<file path="src/rtl/mii_pkg.sv">
// Shared types and constants for the 100BASE MII status link (receive checker and transmit stage).
package mii_pkg;

    typedef enum logic [2:0] {
        ST_IDLE,
        ST_PRE,
        ST_DATA,
        ST_FCS,
        ST_TAIL,
        ST_DROP
    } rx_state_t;

    localparam logic [31:0] CRC32_POLY_REFL = 32'hEDB88320;
    localparam logic [31:0] CRC32_INIT      = 32'hFFFFFFFF;
    localparam logic [31:0] CRC32_RESIDUE   = 32'hDEBB20E3;
    localparam logic [3:0]  PREAMBLE_NIB    = 4'h5;
    localparam logic [3:0]  SFD_NIB         = 4'hD;

endpackage

</file>
<file path="src/rtl/crc32_nibble.sv">
// Combinational reflected CRC-32 step: folds one LSB-first nibble into the running CRC.
module crc32_nibble
    import mii_pkg::*;
(
    input  logic [31:0] i_crc,
    input  logic [3:0]  i_nib,
    output logic [31:0] o_crc
);

    logic [31:0] w_stage [0:4];

    assign w_stage[0] = i_crc ^ {28'd0, i_nib};

    // One shift-and-conditional-xor per input bit, LSB first.
    generate
        for (genvar gi = 0; gi < 4; gi++) begin : g_bit
            assign w_stage[gi+1] = w_stage[gi][0]
                                 ? ({1'b0, w_stage[gi][31:1]} ^ CRC32_POLY_REFL)
                                 :  {1'b0, w_stage[gi][31:1]};
        end
    endgenerate

    assign o_crc = w_stage[4];

endmodule

</file>
<file path="src/rtl/mii_rx_status_check.sv">
// MII receive checker: strips preamble/SFD, captures the status payload and FCS, verifies CRC-32.
// Optional MII_RX_STATS_EN adds saturating good/bad frame counters.
module mii_rx_status_check
    import mii_pkg::*;
#(
    parameter int PAYLOAD_NIB = 16,
    parameter int MIN_PRE_NIB = 7
)
(
    input  logic                     clk_25Mz,
    input  logic                     rst,
    input  logic                     RX_DV,
    input  logic [3:0]               RXD,
    input  logic                     RX_ER,
    output logic [4*PAYLOAD_NIB-1:0] rx_payload,
    output logic [31:0]              rx_crc,
    output logic                     rx_valid,
    output logic                     crc_ok,
    output logic                     frame_err,
    output logic                     check_receive
`ifdef MII_RX_STATS_EN
    ,
    output logic [15:0]              good_cnt,
    output logic [15:0]              bad_cnt
`endif
);

    localparam int PW    = 4 * PAYLOAD_NIB;
    localparam int NIB_W = $clog2(PAYLOAD_NIB > 8 ? PAYLOAD_NIB : 8);

    rx_state_t         r_state;
    rx_state_t         w_state_next;
    logic [3:0]        r_pre_cnt;
    logic [NIB_W-1:0]  r_nib_cnt;
    logic [31:0]       r_crc;
    logic [31:0]       w_crc_next;
    logic [PW-1:0]     r_pay_sh;
    logic [31:0]       r_fcs_sh;
    logic              r_err;
    logic              r_reached_data;

    logic [PW-1:0]     r_rx_payload;
    logic [31:0]       r_rx_crc;
    logic              r_rx_valid;
    logic              r_crc_ok;
    logic              r_frame_err;
    logic              r_check_receive;

    logic              w_issue;
    logic              w_issue_ok;
    logic              w_issue_err;
    logic              w_issue_full;

    crc32_nibble u_crc (
        .i_crc (r_crc),
        .i_nib (RXD),
        .o_crc (w_crc_next)
    );

    always_comb begin
        w_state_next = r_state;
        w_issue      = 1'b0;
        w_issue_ok   = 1'b0;
        w_issue_err  = 1'b0;
        w_issue_full = 1'b0;
        case (r_state)
            ST_IDLE: begin
                if (RX_DV)
                    w_state_next = (RXD == PREAMBLE_NIB) ? ST_PRE : ST_DROP;
            end
            ST_PRE: begin
                if (!RX_DV) begin
                    w_state_next = ST_IDLE;
                    w_issue      = 1'b1;
                    w_issue_err  = 1'b1;
                end else if (RXD == PREAMBLE_NIB) begin
                    w_state_next = ST_PRE;
                end else if (RXD == SFD_NIB && r_pre_cnt >= 4'(MIN_PRE_NIB)) begin
                    w_state_next = ST_DATA;
                end else begin
                    w_state_next = ST_DROP;
                end
            end
            ST_DATA: begin
                if (!RX_DV) begin
                    w_state_next = ST_IDLE;
                    w_issue      = 1'b1;
                    w_issue_err  = 1'b1;
                end else if (r_nib_cnt == NIB_W'(PAYLOAD_NIB - 1)) begin
                    w_state_next = ST_FCS;
                end
            end
            ST_FCS: begin
                if (!RX_DV) begin
                    w_state_next = ST_IDLE;
                    w_issue      = 1'b1;
                    w_issue_err  = 1'b1;
                end else if (r_nib_cnt == NIB_W'(7)) begin
                    w_state_next = ST_TAIL;
                end
            end
            ST_TAIL: begin
                if (!RX_DV) begin
                    w_state_next = ST_IDLE;
                    w_issue      = 1'b1;
                    w_issue_full = 1'b1;
                    w_issue_err  = r_err;
                    w_issue_ok   = !r_err && (r_crc == CRC32_RESIDUE);
                end else begin
                    w_state_next = ST_DROP;
                end
            end
            ST_DROP: begin
                if (!RX_DV) begin
                    w_state_next = ST_IDLE;
                    w_issue      = r_reached_data;
                    w_issue_err  = r_reached_data;
                end
            end
            default: w_state_next = ST_IDLE;
        endcase
    end

    always_ff @(posedge clk_25Mz or posedge rst) begin
        if (rst) begin
            r_state         <= ST_IDLE;
            r_pre_cnt       <= 4'd0;
            r_nib_cnt       <= '0;
            r_crc           <= CRC32_INIT;
            r_pay_sh        <= '0;
            r_fcs_sh        <= 32'd0;
            r_err           <= 1'b0;
            r_reached_data  <= 1'b0;
            r_rx_payload    <= '0;
            r_rx_crc        <= 32'd0;
            r_rx_valid      <= 1'b0;
            r_crc_ok        <= 1'b0;
            r_frame_err     <= 1'b0;
            r_check_receive <= 1'b0;
        end else begin
            r_state    <= w_state_next;
            r_rx_valid <= w_issue;

            if (w_issue) begin
                r_crc_ok    <= w_issue_ok;
                r_frame_err <= w_issue_err;
                if (w_issue_ok)
                    r_check_receive <= 1'b1;
                // Only complete-length frames replace the reported payload/FCS.
                if (w_issue_full) begin
                    r_rx_payload <= r_pay_sh;
                    r_rx_crc     <= r_fcs_sh;
                end
            end

            if (r_state != ST_IDLE && RX_DV && RX_ER)
                r_err <= 1'b1;

            case (r_state)
                ST_IDLE: begin
                    r_pre_cnt      <= 4'd1;
                    r_err          <= 1'b0;
                    r_reached_data <= 1'b0;
                end
                ST_PRE: begin
                    if (RX_DV && RXD == PREAMBLE_NIB && r_pre_cnt != 4'hF)
                        r_pre_cnt <= r_pre_cnt + 4'd1;
                    if (w_state_next == ST_DATA) begin
                        r_crc          <= CRC32_INIT;
                        r_nib_cnt      <= '0;
                        r_reached_data <= 1'b1;
                    end
                end
                ST_DATA: begin
                    if (RX_DV) begin
                        r_pay_sh  <= {RXD, r_pay_sh[PW-1:4]};
                        r_crc     <= w_crc_next;
                        r_nib_cnt <= (r_nib_cnt == NIB_W'(PAYLOAD_NIB - 1)) ? '0 : r_nib_cnt + 1'b1;
                    end
                end
                ST_FCS: begin
                    if (RX_DV) begin
                        r_fcs_sh  <= {RXD, r_fcs_sh[31:4]};
                        r_crc     <= w_crc_next;
                        r_nib_cnt <= r_nib_cnt + 1'b1;
                    end
                end
                ST_TAIL: begin
                    if (RX_DV)
                        r_err <= 1'b1;
                end
                default: ;
            endcase
        end
    end

    assign rx_payload    = r_rx_payload;
    assign rx_crc        = r_rx_crc;
    assign rx_valid      = r_rx_valid;
    assign crc_ok        = r_crc_ok;
    assign frame_err     = r_frame_err;
    assign check_receive = r_check_receive;

`ifdef MII_RX_STATS_EN
    logic [15:0] r_good_cnt;
    logic [15:0] r_bad_cnt;

    always_ff @(posedge clk_25Mz or posedge rst) begin
        if (rst) begin
            r_good_cnt <= 16'd0;
            r_bad_cnt  <= 16'd0;
        end else if (w_issue) begin
            if (w_issue_ok && !w_issue_err) begin
                if (r_good_cnt != 16'hFFFF)
                    r_good_cnt <= r_good_cnt + 16'd1;
            end else if (r_bad_cnt != 16'hFFFF) begin
                r_bad_cnt <= r_bad_cnt + 16'd1;
            end
        end
    end

    assign good_cnt = r_good_cnt;
    assign bad_cnt  = r_bad_cnt;
`endif

endmodule

</file>
<file path="config.mk">
export PLATFORM = sky130hd
export DESIGN_NAME = mii_rx_status_check
export DESIGN_NICKNAME = d
export VERILOG_FILES = /design/src/rtl/mii_pkg.sv /design/src/rtl/crc32_nibble.sv /design/src/rtl/mii_rx_status_check.sv
export SDC_FILE = /design/constraint.sdc
export NUM_CORES = 1
export LEC_CHECK = 0
export CORE_MARGIN = 2
export CORE_UTILIZATION = 58
export CTS_BUF_LIST = sky130_fd_sc_hd__clkbuf_4 sky130_fd_sc_hd__clkbuf_8
export DETAILED_ROUTE_END_ITERATION = 10
export HOLD_SLACK_MARGIN = 0.1
export PLACE_DENSITY_LB_ADDON = 0.2
export SLEW_MARGIN = 40
export SYNTH_ARGS = -nofsm -noshare
export SYNTH_HDL_FRONTEND = slang
export SYNTH_SLANG_ARGS = --single-unit
</file>
<file path="constraint.sdc">
create_clock -name clk_25Mz -period 10.1 [get_ports clk_25Mz]
set_input_delay 2.02 -clock clk_25Mz [delete_from_list [all_inputs] [get_ports clk_25Mz]]
set_output_delay 2.02 -clock clk_25Mz [all_outputs]
set_load 0.1 [all_outputs]
</file>
==> results of run 1 <==
[through the flow]
step | worst slack, ns | cell area, µm² | instances | utilization (%) | hold WS, ns
finish | 5.79 | 11300 | 1002 | 68.7 | 0.456
floorplan | 1.52 | 9730 | 631 | - | 0.473
detailed placement | 5.28 | 10400 | 932 | 63.5 | 0.444
global placement | 5.38 | 10900 | 932 | 66.4 | 0.446
global route | 5.60 | 11300 | 1002 | 68.7 | 0.500
CTS | 5.81 | 11300 | 1002 | 68.7 | 0.459
[registers in the layout (all words and copies together), names as in the netlist, 3 cells and up]
signal      count
rx_payload     64
r_state         3
r_crc          32
r_nib_cnt       4
r_fcs_sh       32
r_pay_sh       64
rx_crc         32
r_pre_cnt       4
[logic make-up (layout without fill, tap and decap cells)]
family / Yosys count / count (layout) / share of synthesized area (%)
flip-flops: 241 / 241 / 62.4
multiplexers: 195 / 195 / 22.5
AND/OR/NAND/NOR: 63 / 63 / 3.90
AO/OA/AOI/OAI: 55 / 55 / 4.15
buffers and inverters: 38 / 189 / 2.21
XOR/XNOR: 37 / 37 / 4.54
adder cells (fa/ha/maj): 2 / 2 / 0.257
[path summary, 6_finish.rpt]
| path | from | to | cells past startpoint |
|---|---|---|---|
| worst max register to register | r_state[2] | r_pay_sh[18] | 5 |
| min in group asynchronous | rst | r_pay_sh[27] | 2 |
| worst min register to register | check_receive | check_receive | 1 |
| worst max-delay path | RX_DV | r_pay_sh[18] | 6 |
| worst min-delay path | check_receive | check_receive | 1 |
| max in group asynchronous | rst | r_pay_sh[8] | 3 |
[layout by cell type (no fill, tap or decap), types with 6 or more instances in the layout]
| cell | count |
|---|---|
| clkbuf_4 | 13 |
| dfrtp_1 | 209 |
| inv_1 | 6 |
| a21oi_1 | 8 |
| nand2_1 | 9 |
| a2bb2oi_1 | 13 |
| nand3_1 | 6 |
| mux2_2 | 192 |
| clkbuf_8 | 50 |
| o21ai_0 | 10 |
| xnor2_1 | 27 |
| nor2_1 | 13 |
| o22a_1 | 15 |
| dfstp_2 | 32 |
| buf_2 | 100 |
| clkdlybuf4s50_1 | 7 |
| nand4_1 | 6 |
[cells in the mapped netlist, drive strengths merged, types with 3 or more instances]
cell / instances / area, µm²
nand4: 6 / 37.5
clkbuf: 7 / 26.3
o21ai: 10 / 50.1
a2bb2oi: 13 / 114
xnor3: 4 / 92.6
nor3b: 4 / 30.0
mux2i: 3 / 30.0
dfrtp: 209 / 5230
xnor2: 32 / 340
and3b: 3 / 26.3
a21oi: 8 / 40.0
nand3: 6 / 30.0
o22a: 15 / 131
dfstp: 32 / 841
nand2: 9 / 33.8
inv: 7 / 26.3
buf: 24 / 163
a21o: 4 / 30.0
mux2: 192 / 2160
nor2: 14 / 55.1
[worst max-delay path, stage by stage]
cell	delay (ns)
clkdlybuf4s50_1	0.66
and2b_1	0.24
nand2_1	0.48
nor2_4	0.21
buf_4	0.65
mux2_2	0.42
[where the power goes]
part	internal (mW)	switching, mW
registers	0.973	0.00555
logic	0.0293	0.0546
clock network	0.521	0.370
total	1.52	0.430
[final cells by class]
class,instances,area share [%]
multi-input combinational,352,30.5
inverter,7,0.376
timing repair buffer,112,5.44
sequential,241,53.6
clock buffer,63,6.94
clock inverter,7,0.685
tap,220,2.43
[metal layers]
layer | routed length [µm] | GRT usage (%)
met4 | 304 | 6.44
met1 | 7880 | 29.3
met2 | 8590 | 32.6
met5 | 0 | 0
met3 | 779 | 4.57
==> flow_metrics.py, run 1 <==
metrics = {
    "cells_and_area": {
        "syn_to_final_growth_pct": 16.3,
        "seq_area_um2": 6070,
        "diodes": 0,
        "n_fill_cell": 1174,
        "layout-drive-gt1-share_pct": 52.6,
        "multiInputGateArea_um2": 3450,
        "nets": 763,
    },
    "floorplanning": {
        "core_um2": 16500,
        "start_util_pct": 59.1,
        "die_area_um2": 17800,
        "die_y_um": 134,
        "die_x_um": 134,
        "fp-row-count": 47,
        "io_pins": 108,
    },
    "status": {
        "status": "finished, final reports clean",
    },
    "worst_setup_path": {
        "worstPathArrival_ns": 4.73,
        "reg2reg_slack_ns": 7.39,
        "crit_fanout": 64,
        "crit_type": "input port to flip-flop",
        "cp-start-kind": "input port",
        "end_kind": "flip-flop",
        "worstPathRequired_ns": 10.51,
    },
    "clocking": {
        "cts_hold_buf": 0,
        "cts_root_buf": "clkbuf_8",
        "cts_tree": "built",
        "cts_resized": 0,
        "numCtsBuffers": 39,
        "h-tree-depth": 2,
        "insertion_delay_ns": 0.54,
        "cts_buffer_depth": 3,
        "cts_post_setup_buffers_inserted": 0,
        "path_clk_slew_ns": 0.06,
        "cts_sinks": 241,
    },
    "synthesis": {
        "ys_seq_elements": 241,
        "synth_nets": 641,
        "avgSynthCellArea_um2": 15.4,
        "async_reset_ff_share_pct": 100,
        "synth-edff-count": 0,
        "syn_inst": 631,
        "seq_area_frac_synth_pct": 62.4,
        "yosys_warnings": 0,
        "syn_area_um2": 9730,
        "ys.flop_type": "dfrtp_1",
        "ys_types": 47,
    },
    "routing": {
        "drc": 0,
        "firstDrtPassIters": 4,
        "drt-initial-drc-count": 279,
        "drtAntennaViolNets": 0,
        "via_per_inst": 5.45,
        "drt_wl_total_mm": 17.5,
        "via_count": 5457,
        "wl_per_cell_um": 17.5,
    },
    "timing": {
        "slew_headroom_pct": 45.4,
        "fmaxAchievable_mhz": 232,
        "setup_viol": 0,
        "finalCritPeriodShare_pct": 42.7,
        "rsz0062_at_grt": "false",
        "tightest_slew_ns": 0.819,
        "slew_violations": 0,
        "hold_violations": 0,
        "tns_ns": 0,
        "period_needed_ns": 4.31,
        "final.setup_skew_ns": 0.0288,
    },
    "grt": {
        "gr-total-overflow": 0,
        "grt_pass1_wl_mm": 29.9,
        "grt_max_degree": 160,
        "grt_pass1_vias": 5794,
        "grt_usage_pct": 20.7,
        "antenna_found_initial": 0,
    },
    "worst_hold_path": {
        "hp-class": "flip-flop to flip-flop",
    },
    "pwr": {
        "vdd.ir_drop.worst_uv": 127,
        "p_total_mw": 1.95,
        "leakagePower_nw": 5.83,
        "p_per_area_nw_per_um2": 173,
    },
    "placement": {
        "io_buffer_count": 107,
        "place.gp.congestion": 0.823,
        "hpwl_mm": 11.1,
    },
    "flow_run": {
        "drv_cap": 0,
    },
}
Note: power is estimated with default switching activity, not from simulation.
==> run 2: changes to the inputs <==
clock period = 4.4 ns   (was 10.1 ns; I/O delays follow)
==> flow_metrics.py, run 2 (synthesis gave the netlist of run 1 again) <==
metrics = {
    "status": {
        "status": "finished, final reports clean",
    },
    "routing": {
        "drtAntennaViolNets": 0,
        "via_per_inst": 5.44,
        "drt-initial-drc-count": 312,
        "drt_wl_total_mm": 17.3,
        "via_count": 5468,
        "drc": 0,
        "firstDrtPassIters": 4,
        "wl_per_cell_um": 17.2,
    },
    "worst_setup_path": {
        "crit_buf_inv": 2,
        "cp-start-kind": "input port",
        "critPathTopFamily": "buffers and inverters",
        "crit_slowest_cell": "clkdlybuf4s50_1",
        "crit_fanout": 64,
        "crit_type": "input port to flip-flop",
        "end_kind": "flip-flop",
        "slowest_delay_ns": 0.67,
        "worstPathRequired_ns": 4.80,
        "worstPathArrival_ns": 3.29,
        "crit_chain": "clkdlybuf4s50_1 > and2b_1 > nand2_1 > nor2_4 > buf_12 > mux2_2",
    },
    "placement": {
        "io_buffer_count": 107,
        "place_ws_ns": 1.02,
        "place.gp.congestion": 0.845,
        "dpl-instance-area_um2": 10500,
        "hpwl_mm": 11.1,
    },
    "worst_hold_path": {
        "hp-class": "flip-flop to flip-flop",
    },
    "floorplanning": {
        "core_um2": 16500,
        "fp-row-count": 47,
        "io_pins": 108,
        "die_y_um": 134,
        "start_util_pct": 59.1,
        "die_x_um": 134,
        "die_area_um2": 17800,
    },
    "cells_and_area": {
        "n_fill_cell": 1196,
        "seq_area_um2": 6070,
        "multiInputGateArea_um2": 3450,
        "final_common_cell": "dfrtp_1",
        "diodes": 0,
        "nets": 766,
        "fin_area_um2": 11300,
        "syn_to_final_growth_pct": 16.7,
        "layout-drive-gt1-share_pct": 52.5,
        "most-common-layout-cells": "209 x dfrtp_1, 192 x mux2_2, 100 x buf_2, 51 x clkbuf_8, 32 x dfstp_2",
    },
    "timing": {
        "finalCritPeriodShare_pct": 65.7,
        "tightest_slew_ns": 0.788,
        "fmaxAchievable_mhz": 346,
        "worst_slack_ns": 1.51,
        "hold_violations": 0,
        "slew_violations": 0,
        "tns_ns": 0,
        "slew_headroom_pct": 47.3,
        "setup_viol": 0,
        "period_needed_ns": 2.89,
        "rsz0062_at_grt": "false",
        "hold_ws_ns": 0.461,
        "final.setup_skew_ns": 0.0178,
    },
    "clocking": {
        "numCtsBuffers": 39,
        "cts_buffer_depth": 3,
        "cts_sinks": 241,
        "cts_resized": 0,
        "cts_tree": "built",
        "cts_hold_buf": 0,
        "insertion_delay_ns": 0.52,
        "cts_post_setup_buffers_inserted": 0,
        "h-tree-depth": 2,
        "path_clk_slew_ns": 0.06,
        "cts_root_buf": "clkbuf_8",
    },
    "flow_run": {
        "drv_cap": 0,
    },
    "pwr": {
        "leakagePower_nw": 5.85,
        "p_total_mw": 4.43,
        "vdd.ir_drop.worst_uv": 217,
        "p_per_area_nw_per_um2": 390,
    },
    "grt": {
        "grt_pass1_vias": 5670,
        "gr-total-overflow": 0,
        "antenna_found_initial": 0,
        "grt_pass1_wl_mm": 29.0,
        "grt_max_degree": 129,
        "grt_usage_pct": 20.1,
    },
}
## run 2: layer usage
layer / vias to the layer above / track usage, % / share of wire, %
li1: 2521 / - / -
met1: 2790 / 28.2 / 45
met2: 131 / 32.3 / 48
met3: 26 / 4.49 / 4.9
met4: 0 / 5.56 / 1.7
met5: - / 0 / 0
## run 2: power breakdown
part / total [mW] / switching (mW) / leakage (nW) / internal [mW]
combinational: 0.195 / 0.125 / 2.17 / 0.0701
clock: 1.99 / 0.822 / 0.457 / 1.17
sequential: 2.25 / 0.0129 / 3.22 / 2.23
## run 2: final cells by class
cell class	instances	share of cell area (%)
Tap cell	220	2.43
Sequential cell	241	53.5
Multi-Input combinational cell	352	30.4
Clock buffer	66	7.18
Inverter	7	0.265
Clock inverter	5	0.276
Timing Repair Buffer	115	6.00
## run 2: worst paths after layout
check                           slack, ns            end  cells after the start          start
worst min-delay path                 0.46  check_receive                      1  check_receive
worst min register to register       0.46  check_receive                      1  check_receive
max in group asynchronous            2.95   r_pay_sh[62]                      3            rst
worst max register to register       2.03    r_pay_sh[0]                      5     r_state[2]
worst max-delay path                 1.51    r_pay_sh[0]                      6          RX_DV
min in group asynchronous            0.96     rx_crc[22]                      3            rst
## run 2: stage by stage
step,cells,util [%]
after floorplan,631,-
after global placement,935,66.8
after detailed placement,935,63.8
after CTS,1006,68.9
after global routing,1006,68.9
final,1006,68.9
